`config.mk`:
```
export PLATFORM = sky130hd
export DESIGN_NAME = buffered_input_port
export DESIGN_NICKNAME = d
export VERILOG_FILES = /design/src/rtl/buffered_input_port.sv
export SDC_FILE = /design/constraint.sdc
export NUM_CORES = 1
export LEC_CHECK = 0
export ABC_AREA = 1
export CAP_MARGIN = 20
export CORE_UTILIZATION = 53
export DETAILED_ROUTE_END_ITERATION = 8
export PLACE_DENSITY_LB_ADDON = 0.1
export SLEW_MARGIN = 30
export SYNTH_ARGS = -nofsm -noshare
export SYNTH_HDL_FRONTEND = slang
export SYNTH_SLANG_ARGS = --single-unit
export TNS_END_PERCENT = 1
```
`constraint.sdc`:
```
create_clock -name clk -period 2.95 [get_ports clk]
set_input_delay 0.4425 -clock clk [delete_from_list [all_inputs] [get_ports clk]]
set_output_delay 0.4425 -clock clk [all_outputs]
set_load 0.005 [all_outputs]
```
`src/rtl/buffered_input_port.sv`:
```
// Buffered mesh-router input port: DEPTH-entry flit FIFO, X-then-Y route computation
// on the FIFO head, and a one-entry output register that drives one of five port valids.
module buffered_input_port #(
   parameter int FLIT_W = 12,
   parameter int ADDR_W = 4,
   parameter int DEPTH  = 4,
   parameter int CNT_W  = 16
) (
   input  logic                     clk,
   input  logic                     reset,
   input  logic [ADDR_W-1:0]        routerAddress,
   input  logic [FLIT_W-1:0]        inFlit,
   input  logic                     inValid,
   output logic                     inReady,
   input  logic                     portBlock,
   output logic [FLIT_W+2:0]        outFlit,
   output logic [4:0]               outValid,
   input  logic [4:0]               outReady,
   output logic [$clog2(DEPTH):0]   fifoCount,
   output logic [CNT_W-1:0]         fwdCount
);

   localparam int PW = $clog2(DEPTH);
   localparam int CW = PW + 1;
   localparam int OW = FLIT_W + 3;
   localparam int HW = ADDR_W / 2;

   logic [FLIT_W-1:0] mem_q [DEPTH];
   logic [PW-1:0]     wr_ptr_q, wr_ptr_d;
   logic [PW-1:0]     rd_ptr_q, rd_ptr_d;
   logic [CW-1:0]     count_q, count_d;
   logic [OW-1:0]     out_q, out_d;
   logic              reg_valid_q, reg_valid_d;
   logic [CNT_W-1:0]  fwd_q, fwd_d;

   logic              push, load, hold, sel_ready;
   logic [FLIT_W-1:0] head;
   logic [ADDR_W-1:0] dst;
   logic [2:0]        port_code, reg_port;

   // Route the FIFO head: resolve X first, then Y, else deliver locally.
   always_comb begin
      head = mem_q[rd_ptr_q];
      dst  = head[FLIT_W-1 -: ADDR_W];
      if (dst[ADDR_W-1 -: HW] > routerAddress[ADDR_W-1 -: HW]) begin
         port_code = 3'd2;
      end else if (dst[ADDR_W-1 -: HW] < routerAddress[ADDR_W-1 -: HW]) begin
         port_code = 3'd4;
      end else if (dst[HW-1:0] > routerAddress[HW-1:0]) begin
         port_code = 3'd1;
      end else if (dst[HW-1:0] < routerAddress[HW-1:0]) begin
         port_code = 3'd3;
      end else begin
         port_code = 3'd0;
      end
   end

   // Handshake decode; only the addressed port's ready is consulted.
   always_comb begin
      reg_port = out_q[OW-1 -: 3];
      case (reg_port)
         3'd0:    sel_ready = outReady[0];
         3'd1:    sel_ready = outReady[1];
         3'd2:    sel_ready = outReady[2];
         3'd3:    sel_ready = outReady[3];
         3'd4:    sel_ready = outReady[4];
         default: sel_ready = 1'b0;
      endcase
      inReady = (count_q != CW'(DEPTH));
      push    = inValid & inReady;
      hold    = reg_valid_q & sel_ready & ~portBlock;
      load    = ~portBlock & (count_q != '0) & (~reg_valid_q | hold);
   end

   // Next-state for pointers, occupancy, output register and handoff counter.
   always_comb begin
      wr_ptr_d    = push ? wr_ptr_q + PW'(1) : wr_ptr_q;
      rd_ptr_d    = load ? rd_ptr_q + PW'(1) : rd_ptr_q;
      fwd_d       = hold ? fwd_q + CNT_W'(1) : fwd_q;
      out_d       = out_q;
      reg_valid_d = reg_valid_q;
      case ({push, load})
         2'b10:   count_d = count_q + CW'(1);
         2'b01:   count_d = count_q - CW'(1);
         default: count_d = count_q;
      endcase
      if (load) begin
         out_d       = {port_code, head};
         reg_valid_d = 1'b1;
      end else if (hold) begin
         reg_valid_d = 1'b0;
      end else begin
         reg_valid_d = reg_valid_q;
      end
   end

   // State registers with synchronous reset.
   always_ff @(posedge clk) begin
      if (reset) begin
         wr_ptr_q    <= '0;
         rd_ptr_q    <= '0;
         count_q     <= '0;
         out_q       <= '0;
         reg_valid_q <= 1'b0;
         fwd_q       <= '0;
      end else begin
         wr_ptr_q    <= wr_ptr_d;
         rd_ptr_q    <= rd_ptr_d;
         count_q     <= count_d;
         out_q       <= out_d;
         reg_valid_q <= reg_valid_d;
         fwd_q       <= fwd_d;
      end
   end

   // Flit storage; contents need no reset since occupancy gates every read.
   always_ff @(posedge clk) begin
      if (push) begin
         mem_q[wr_ptr_q] <= inFlit;
      end
   end

   // A stalled port shows no valid, but the register contents stay put.
   always_comb begin
      for (int p = 0; p < 5; p++) begin
         outValid[p] = reg_valid_q & (reg_port == 3'(p)) & ~portBlock;
      end
      outFlit   = out_q;
      fifoCount = count_q;
      fwdCount  = fwd_q;
   end

endmodule

```
=== Yosys cells after proc, flatten, opt, wreduce, memory -nomap -nowiden ===
Memories as Yosys holds them, arrays and structs flattened. A register that Yosys moved wholly into a read port is not among the register bits.
Index checks and enable logic that the tools add are counted.

* Memories: 1
* Output and inout bits: 40
* Memory bits (writable): 48
* Input port bits: 25
* Logic and storage cells: 57
* Bits in read-only memories: 0
* Register bits after elaboration: 39
* Bits in latches: 0

{| class="wikitable"
|+ Memories
! memory !! depth !! width !! read ports !! clocked after Yosys merged registers in !! wr ports !! RTL line !! text
|-
| mem_q || 4 || 12 || 1 || 1 || 1 || 28 || <nowiki>logic [FLIT_W-1:0] mem_q [DEPTH];</nowiki>
|}

* Divide/modulo/power cells: 0
* Equality and inequality tests: 7
* Multiplexer cells: 12
* $add $sub $neg: 5
* Bitwise logic cells: 18
* Order comparisons: 4
* Multipliers: 0
* Shifts and indexed selects: 0
* Reduce and logical (&&, ||, !) cells: 4

{| class="wikitable"
|+ Operators with widths
! kind !! count
|-
| $add 16x1->16 const B || 1
|-
| $and 1x1->1 || 15
|-
| $mux 2 || 4
|-
| $eq 3x2->1 const B || 2
|-
| $mux 3 || 2
|-
| $pmux 3 s2 || 1
|-
| $pmux 1 s5 || 1
|-
| $add 2x1->2 const B || 2
|-
| $gt 2x2->1 || 2
|-
| $lt 2x2->1 || 2
|-
| $mux 1 || 4
|-
| $reduce_bool 2->1 || 2
|-
| $add 3x1->3 const B || 1
|-
| $eq 3x1->1 const B || 1
|-
| $eq 3x3->1 const B || 1
|-
| $logic_not 3->1 || 1
|-
| $ne 3x3->1 const B || 1
|-
| $reduce_bool 3->1 || 1
|-
| $sub 3x1->3 const B || 1
|-
| $eq 2x1->1 const B || 1
|-
| $eq 2x2->1 const B || 1
|-
| $not 1->1 || 2
|-
| $or 1x1->1 || 1
|}

=== Logic depth before layout (Yosys ltp) ===
Gate-level depths: netlist (run 1).

* Depth in word-level cells: 8
* Depth in mapped cells: 16

=== Least setup slack after synthesis (run 1) ===
No wires, ideal clock.

* Kind: register -> register
* Start point: reg out_q[12], in the netlist outFlit[12]
* End point: reg count_q[2], in the netlist fifoCount[2]
* Slack: 0.566 ns
* Arrival: 2.262 ns
* Path buffers: 2
* Data required time: 2.828 ns
* Stages on the path, launching flop included: 17
* Setup time: 0.122 ns
* Cell sequence: dfxtp_1 > buf_2 > nor2_1 > nand3_1 > nand2_1 > o21bai_4 > nand2_4 > nand2_4 > inv_4 > buf_6 > ha_1 > inv_1 > fa_1 > a21oi_1 > o21ai_0 > o21ai_0 > a21oi_1

* Word-level cells in the longest chain between the ends: 8
* Elaborated cells on any way between the ends: 14
* Those cells by class: eq/ne (6); mux (2); bitwise (4); reduce/logical (2)

{| class="wikitable"
|+ RTL lines
! what !! RTL line !! text
|-
| from (decl) || 32 || <nowiki>logic [OW-1:0] out_q, out_d;</nowiki>
|-
| from (signal assigned) || 110 || <nowiki>out_q <= out_d;</nowiki>
|-
| $eq 3x3->1 (tied with other cells) || 61 || <nowiki>case (reg_port)</nowiki>
|-
| $pmux 1 s5 * || 61 ||
|-
| $and 1x1->1 * (2 in series) || 71 || <nowiki>hold = reg_valid_q & sel_ready & ~portBlock;</nowiki>
|-
| $or 1x1->1 * || 72 || <nowiki>load = ~portBlock & (count_q != '0) & (~reg_valid_q | hold);</nowiki>
|-
| $and 1x1->1 * || 72 ||
|-
| net load || 36 || <nowiki>logic push, load, hold, sel_ready;</nowiki>
|-
| $eq 2x1->1 or $eq 2x2->1 (tied branches) || 82 || <nowiki>case ({push, load})</nowiki>
|-
| $pmux 3 s2 or $reduce_bool 2->1 (tied branches) || -- ||
|-
| to (signal assigned) || 109 || <nowiki>count_q <= count_d;</nowiki>
|-
| to (decl) || 31 || <nowiki>logic [CW-1:0] count_q, count_d;</nowiki>
|}

The timed path passes the listed nets; every way through them passes the cells marked *.
A chain may end at the register's enable or synchronous reset.

=== Worst setup path in the final report (run 1) ===
* Start point: in portBlock
* End point: reg count_q[2], in the netlist fifoCount[2]

* Word-level cells in the longest chain between the ends: 6
* Elaborated cells on any way between the ends: 9
* Those cells by class: eq/ne (2); mux (1); bitwise (5); reduce/logical (1)

{| class="wikitable"
|+ RTL lines
! what !! RTL line !! text
|-
| from (decl) || 15 || <nowiki>input logic portBlock,</nowiki>
|-
| $not 1->1 * || 71, 72 ||
|-
| $and 1x1->1 || 71 ||
|-
| $or 1x1->1 || 72 ||
|-
| $and 1x1->1 * || 72 ||
|-
| $eq 2x1->1 or $eq 2x2->1 (tied branches) || 82 ||
|-
| $pmux 3 s2 or $reduce_bool 2->1 (tied branches) || -- ||
|}

Every way passes the cells marked *; elsewhere a longest branch is shown, timed or not.

==> impl_metrics.csv, run 1 <==
group,metric,value,unit
routing,vias,3135,
clocking,cts-root-buf,"clkbuf_8",
clocking,clk_pin_slew,90,ps
worst_hold_path,min-delay-start,"outFlit[11]$_SDFFE_PP0P_",
worst_hold_path,min_path_cells,2,
routing,dr.pass1.iters,6,
placed_design,place_inst,591,
power,switching_share,0.3326,
worst_setup_path,end_kind,"register",
grt,grt_max_degree,25,
worst_hold_path,worstHoldEndpoint,"outFlit[11]$_SDFFE_PP0P_",
synth,synth_warnings,0,
routing,wl_met3,289,um
routing,drt_iter0_drc,179,
worst_setup_path,worstPathRequired,3200,ps
power,total_leakage_power,1.835,nW
synth,synth_top_area_frac,0.3654,
routing,drt-wirelength-per-cell,13.38,um
worst_setup_path,r2r_end,"fifoCount[2]$_SDFFE_PP0P_",
worst_setup_path,critical_path.slowest_cell,"clkdlybuf4s50_1",
die,core_area,7214,um2
placed_design,port_buffers,64,
sta,slew_headroom,0.6925,
synth,yosysSeqAreaShare,0.5734,
clocking,htreeDepth,3,
worst_setup_path,start_kind,"input pin",
die,io_pins,65,
synth,syn-mean-instance-area,9.196,um2
grt,grtUsageTotal,0.2243,
power,ir_worst_vdd,409.9,uV
die,die_h,88.28,um
worst_setup_path,cpPeakStageDelay,480,ps
sta,tns,0,ps
grt,grt_pass1_wl,13.05,mm
sta,setup_viol,0,
cells_and_area,layout.cells.non_filler,607,
power,power.internal,2.412,mW
synth,syn-num-nets,465,
routing,wl,8.120,mm
worst_setup_path,reg2regPathDepth,14,
synth,synth.distinct_cells,28,
sta,finalHoldViolations,0,
synth,synthCells,429,
die,initial_core_util,0.5468,
power,p_clk_frac,0.237,
sta,grt_setup_unrepaired,"no",
synth,syn_area,3945,um2
grt,antenna_found_initial,0,
synth,synth-seq-cells,89,
run_status,violations,"DRC",
routing,drtAntennaViolNets,0,
run_status,status,"finished, violations left",
grt,overflow,0,
worst_setup_path,worst-setup-path-type,"in2reg",
clocking,cts_tree,"built",
clocking,cts_buffers,9,
power,power_frac_comb,0.320,
die,die_x,88.28,um
sta,period_minus_slack,2423,ps
cells_and_area,area_growth,25.40,%
synth,synth_top_area_cell,"edfxtp_1",
routing,met2_length,4.089,mm
clocking,cts_sinks,89,
placed_design,gp_congestion,0.8537,
routing,via_per_inst,5.165,
sta,tightest_slew,460.8,ps
worst_setup_path,crit_chain,"clkdlybuf4s50_1 > nor2_1 > o21ai_0 > o21bai_4 > nand2_4 > nand2_4 > inv_4 > ha_1 > inv_1 > fa_1 > a21oi_1 > o21ai_0 > o21ai_0 > a21oi_1",
worst_hold_path,hold_path_class,"reg2reg",
clocking,cts_resized,0,
clocking,postCtsSetupRepairBufs,0,
cells_and_area,num-nets-final,539,
die,rows,31,
cells_and_area,n_antenna_cell,0,
cells_and_area,drive_gt1_frac,0.06890,
clocking,clockBufferDepth,2,
sta,slew_viol_final,0,
worst_setup_path,worst-path-max-fanout,6,
sta,achievable-frequency,412.7,MHz
synth,synthTopCellsByArea,"edfxtp_1, dfxtp_1, nor2_1, nand2_1, o21ai_0",
die,die_area,7792,um2
run,cap_violations,0,
routing,topRoutingLayerUsed,"met4",
routing,m1WireLength,3.562,mm
worst_setup_path,r2r_start,"outFlit[12]$_SDFFE_PP0P_",
sta,skew,12.07,ps
power,powerDensity,730.4,nW/um2
clocking,worstSkewPairLatency,360,ps
clocking,cts_hold_buf,0,
sta,post-route-period-util,0.8213,
power,total_power,3.614,mW
routing,route.detailed.drc,2,
power,switching_power,1.202,mW
worst_setup_path,cpMostUsedCell,"o21ai_0",
cells_and_area,final_core_util,0.6857,
worst_setup_path,worstPathArrival,2680,ps
placed_design,dp_hpwl,5.655,mm
worst_setup_path,reg2reg_slack,590,ps
power,seq_power_share,0.443,
grt,grt_pass1_vias,2795,
==> critical path, delay by kind of cell <==
kind | cells | cell delay [ps]
buffers and inverters | 3 | 610
and+or+nand+nor | 3 | 310
AOI/OAI and AO/OA | 6 | 800
adders and majority gates | 2 | 520
==> cells in the final DEF (no fill, tap or decap), drive strengths merged <==
cell type / count
a21oi: 24
a31oi: 1
a32o: 3
buf: 14
bufinv: 1
clkbuf: 10
clkdlybuf4s50: 64
clkinv: 2
dfxtp: 41
edfxtp: 48
fa: 1
ha: 10
inv: 41
nand2: 75
nand3: 26
nand3b: 9
nand4: 2
nor2: 79
nor3: 4
nor4: 3
o21ai: 29
o21bai: 3
o22ai: 9
xnor2: 3
xor2: 6
==> worst max-delay path by stage <==
stage	startpoint	endpoint	slack (ps)	cells past startpoint
2_1_floorplan	outFlit[12]$_SDFFE_PP0P_	fifoCount[2]$_SDFFE_PP0P_	570	16
3_3_place_gp	portBlock	fifoCount[2]$_SDFFE_PP0P_	260	14
3_5_place_dp	portBlock	fifoCount[2]$_SDFFE_PP0P_	160	14
4_1_cts	portBlock	outValid[0]	530	5
5_1_grt	portBlock	fifoCount[2]$_SDFFE_PP0P_	420	14
6_report	portBlock	fifoCount[2]$_SDFFE_PP0P_	530	14
==> sequential cells by signal, summed over array words and instances, names as in the netlist, named ones only <==
name / cells
wr_ptr_q: 2
rd_ptr_q: 2
mem_q: 48
reg_valid_q: 1
fwdCount: 16
fifoCount: 3
outFlit: 15
==> metal layers <==
metal / vias to the layer above / track usage
li1: 1592 / -
met1: 1457 / 0.2722
met2: 70 / 0.3853
met3: 16 / 0.04384
met4: 0 / 0.1070
met5: - / 0
==> power groups by stage <==
stage | Clock, mW | Sequential (mW) | Combinational, mW
2_1_floorplan | 0 | 1.61 | 0.711
3_3_place_gp | 0 | 1.63 | 1.14
3_5_place_dp | 0 | 1.63 | 1.16
4_1_cts | 0.866 | 1.60 | 1.17
5_1_grt | 0.916 | 1.62 | 1.30
6_report | 0.855 | 1.60 | 1.16
==> logic make-up (layout without fill, tap and decap cells) <==
logic type                 after synthesis  after routing  synth area share
and+or+nand+nor                        198            198            0.2147
DFF                                     89             89            0.5734
AOI/OAI and AO/OA                       69             69            0.1009
buffers and inverters                   53            132           0.05423
adders and majority gates               11             11           0.03679
xor gates and xnor gates                 9              9           0.01998
==> per-stage QoR <==
| stage | setup slack, ps | hold WS (ps) | instance area, um2 |
|---|---|---|---|
| floorplan | 566.3 | 462.5 | 3945 |
| global placement | 259.8 | 449.6 | 4746 |
| detailed placement | 156.0 | 455.5 | 4746 |
| CTS | 526.7 | 477.6 | 4947 |
| global route | 420.1 | 502.7 | 4947 |
| finish | 527.1 | 472.5 | 4947 |
==> area by class of cell <==
class / instances / area (um2)
clock inverters: 6 / 73.82
clock buffers: 10 / 127.6
multi-input cells: 287 / 1469
flip-flops and latches: 89 / 2262
well taps: 99 / 123.9
fillers: 593 / 2267
repair buffers: 78 / 745.7
inverters: 38 / 145.1
==> synth_stat cells <==
| cell type | instances |
|---|---|
| nor2_1 | 79 |
| nand2_1 | 73 |
| edfxtp_1 | 48 |
| dfxtp_1 | 41 |
| inv_1 | 37 |
| o21ai_0 | 29 |
| nand3_1 | 25 |
| a21oi_1 | 24 |
| ha_1 | 10 |
| clkbuf_1 | 9 |
| nand3b_1 | 9 |
| o22ai_1 | 9 |
| xor2_1 | 6 |
| buf_2 | 4 |
| nor3_1 | 4 |
| a32o_1 | 3 |
| nor4_1 | 3 |
| xnor2_1 | 3 |
| nand2_4 | 2 |
| nand4_1 | 2 |
| o21bai_1 | 2 |
| a31oi_2 | 1 |
| buf_1 | 1 |
| buf_6 | 1 |
| fa_1 | 1 |
| inv_4 | 1 |
| nand3_2 | 1 |
| o21bai_4 | 1 |
No activity file was read; power rests on OpenSTA's default activity.
==> run 2: changes to the inputs <==
clock period = 2.43 ns   (was 2.95 ns; I/O delays follow)
==> run 2 against run 1 <==
The flow now finishes without violations. Critical path depth unchanged. Combinational power increased by 25%. Routed wire length decreased by 1.4%. First-iteration DRC count unchanged. Hold slack improved by 0.87 ps. Sequential cell count unchanged. Count of clock-buffer cells in the layout decreased by 1. Die area unchanged. Clock power increased by 7.3%. Critical endpoint unchanged.
==> impl_metrics.csv, run 2 (synthesized netlist as in run 1, its figures left out) <==
group,metric,value,unit
routing,dr.pass1.iters,7,
cells_and_area,num-nets-final,544,
sta,post-route-period-util,0.9312,
cells_and_area,area_growth,25.85,%
worst_setup_path,worstPathRequired,2670,ps
clocking,cts_tree,"built",
placed_design,place_inst,596,
sta,finalHoldViolations,0,
placed_design,port_buffers,64,
sta,holdWs,473.4,ps
clocking,cts_sinks,89,
sta,timing.final.ws_setup,167.2,ps
cells_and_area,final_cell_mix,"nor2_1, nand2_1, clkdlybuf4s50_1, edfxtp_1, dfxtp_1",
worst_hold_path,min_path_cells,2,
worst_hold_path,min-delay-start,"outFlit[10]$_SDFFE_PP0P_",
clocking,cts_resized,0,
worst_setup_path,start_kind,"input pin",
power,ir_worst_vdd,449.8,uV
worst_setup_path,worst-path-max-fanout,2,
placed_design,dp_hpwl,5.743,mm
routing,via_per_inst,5.168,
sta,slew_headroom,0.6498,
grt,antenna_found_initial,0,
cells_and_area,nFillCells,606,
die,die_area,7792,um2
routing,drt-wirelength-per-cell,13.08,um
clocking,worstSkewPairLatency,350,ps
grt,grtUsageTotal,0.2208,
die,die_h,88.28,um
power,powerDensity,867.4,nW/um2
cells_and_area,drive_gt1_frac,0.08187,
sta,tns,0,ps
cells_and_area,largest_register_ffs,48,
grt,grt_max_degree,18,
clocking,clockBufferDepth,2,
clocking,cts_hold_buf,0,
sta,slew_viol_final,0,
run_status,status,"finished clean",
die,rows,31,
power,total_power,4.307,mW
run,cap_violations,0,
placed_design,gp_congestion,0.8500,
placed_design,place_ws,-175.4,ps
grt,grt_pass1_vias,2782,
worst_setup_path,r2r_end,"fifoCount[2]$_SDFFE_PP0P_",
worst_setup_path,r2r_start,"outFlit[12]$_SDFFE_PP0P_",
power,total_leakage_power,1.844,nW
sta,skew,8.878,ps
clocking,cts-root-buf,"clkbuf_8",
cells_and_area,mostFrequentLayoutCell,"nor2_1",
clocking,cts_buffers,9,
routing,route.detailed.drc,0,
clocking,clk_pin_slew,90,ps
die,io_pins,65,
worst_setup_path,worstPathArrival,2500,ps
die,core_area,7214,um2
worst_hold_path,hold_path_class,"reg2reg",
sta,achievable-frequency,441.9,MHz
die,initial_core_util,0.5468,
clocking,htreeDepth,3,
worst_setup_path,worst-setup-path-type,"in2reg",
die,die_x,88.28,um
routing,drtAntennaViolNets,0,
cells_and_area,n_antenna_cell,0,
worst_setup_path,end_kind,"register",
grt,overflow,0,
worst_setup_path,reg2reg_slack,170,ps
cells_and_area,layout.cells.non_filler,612,
worst_setup_path,reg2regPathDepth,15,
cells_and_area,final_core_util,0.6882,
sta,period_minus_slack,2263,ps
clocking,postCtsSetupRepairBufs,0,
cells_and_area,fin_area,4965,um2
sta,setup_viol,0,
placed_design,place_area,4783,um2
routing,wl,8.004,mm
routing,drt_iter0_drc,179,
grt,grt_pass1_wl,13.02,mm
worst_hold_path,worstHoldEndpoint,"outFlit[10]$_SDFFE_PP0P_",
cells_and_area,largest-register,"mem_q",
routing,vias,3163,
sta,tightest_slew,524.8,ps
-- run 2: changes by cell type in the layout (fill, tap and decap cells not counted), sizes merged --
cell / previous run / this run
buf: 14 / 19
clkinvlp: 0 / 2
bufinv: 1 / 0
clkbuf: 10 / 9
clkinv: 2 / 3
inv: 41 / 40
-- run 2: area by class of cell --
class,instances,area [um2],area share
Clock inverter,7,55.05,0.01109
Multi-Input combinational cell,287,1471,0.2964
Inverter,38,145.1,0.02923
Tap cell,99,123.9,0.02495
Clock buffer,9,123.9,0.02495
Timing Repair Buffer,83,783.3,0.1578
Sequential cell,89,2262,0.4556
-- run 2: routing by layer --
metal	vias to the layer above	routed length, um	track usage
li1	1600	-	-
met5	-	0	0
met4	0	112	0.07331
met3	12	365	0.03731
met1	1462	3536	0.2787
met2	89	3989	0.3867
-- run 2: worst max-delay path by stage --
stage | startpoint | end | slack (ps)
finish | portBlock | fifoCount[2]$_SDFFE_PP0P_ | 170
global route | outFlit[12]$_SDFFE_PP0P_ | fifoCount[2]$_SDFFE_PP0P_ | -10
CTS | outFlit[13]$_SDFFE_PP0P_ | fifoCount[2]$_SDFFE_PP0P_ | 180
detailed placement | portBlock | fifoCount[2]$_SDFFE_PP0P_ | -180
global placement | portBlock | fifoCount[2]$_SDFFE_PP0P_ | -130
floorplan | outFlit[12]$_SDFFE_PP0P_ | fifoCount[2]$_SDFFE_PP0P_ | 50
-- run 2: report_power, final --
part	leakage (nW)	switching (mW)	internal [mW]
combinational	0.983	0.783	0.663
clock	0.0862	0.537	0.380
sequential	0.775	0.135	1.81
total	1.84	1.46	2.85
-- run 2: worst max-delay path, cell delays in order --
cell and delay (ps):
clkdlybuf4s50_1 460, nor2_1 160, o21ai_0 100, o21bai_4 190, nand2_4 70, nand2_4 50
inv_4 50, ha_1 120, inv_1 60, fa_1 380, a21oi_1 150, o21ai_0 120
o21ai_0 160, a21oi_1 60
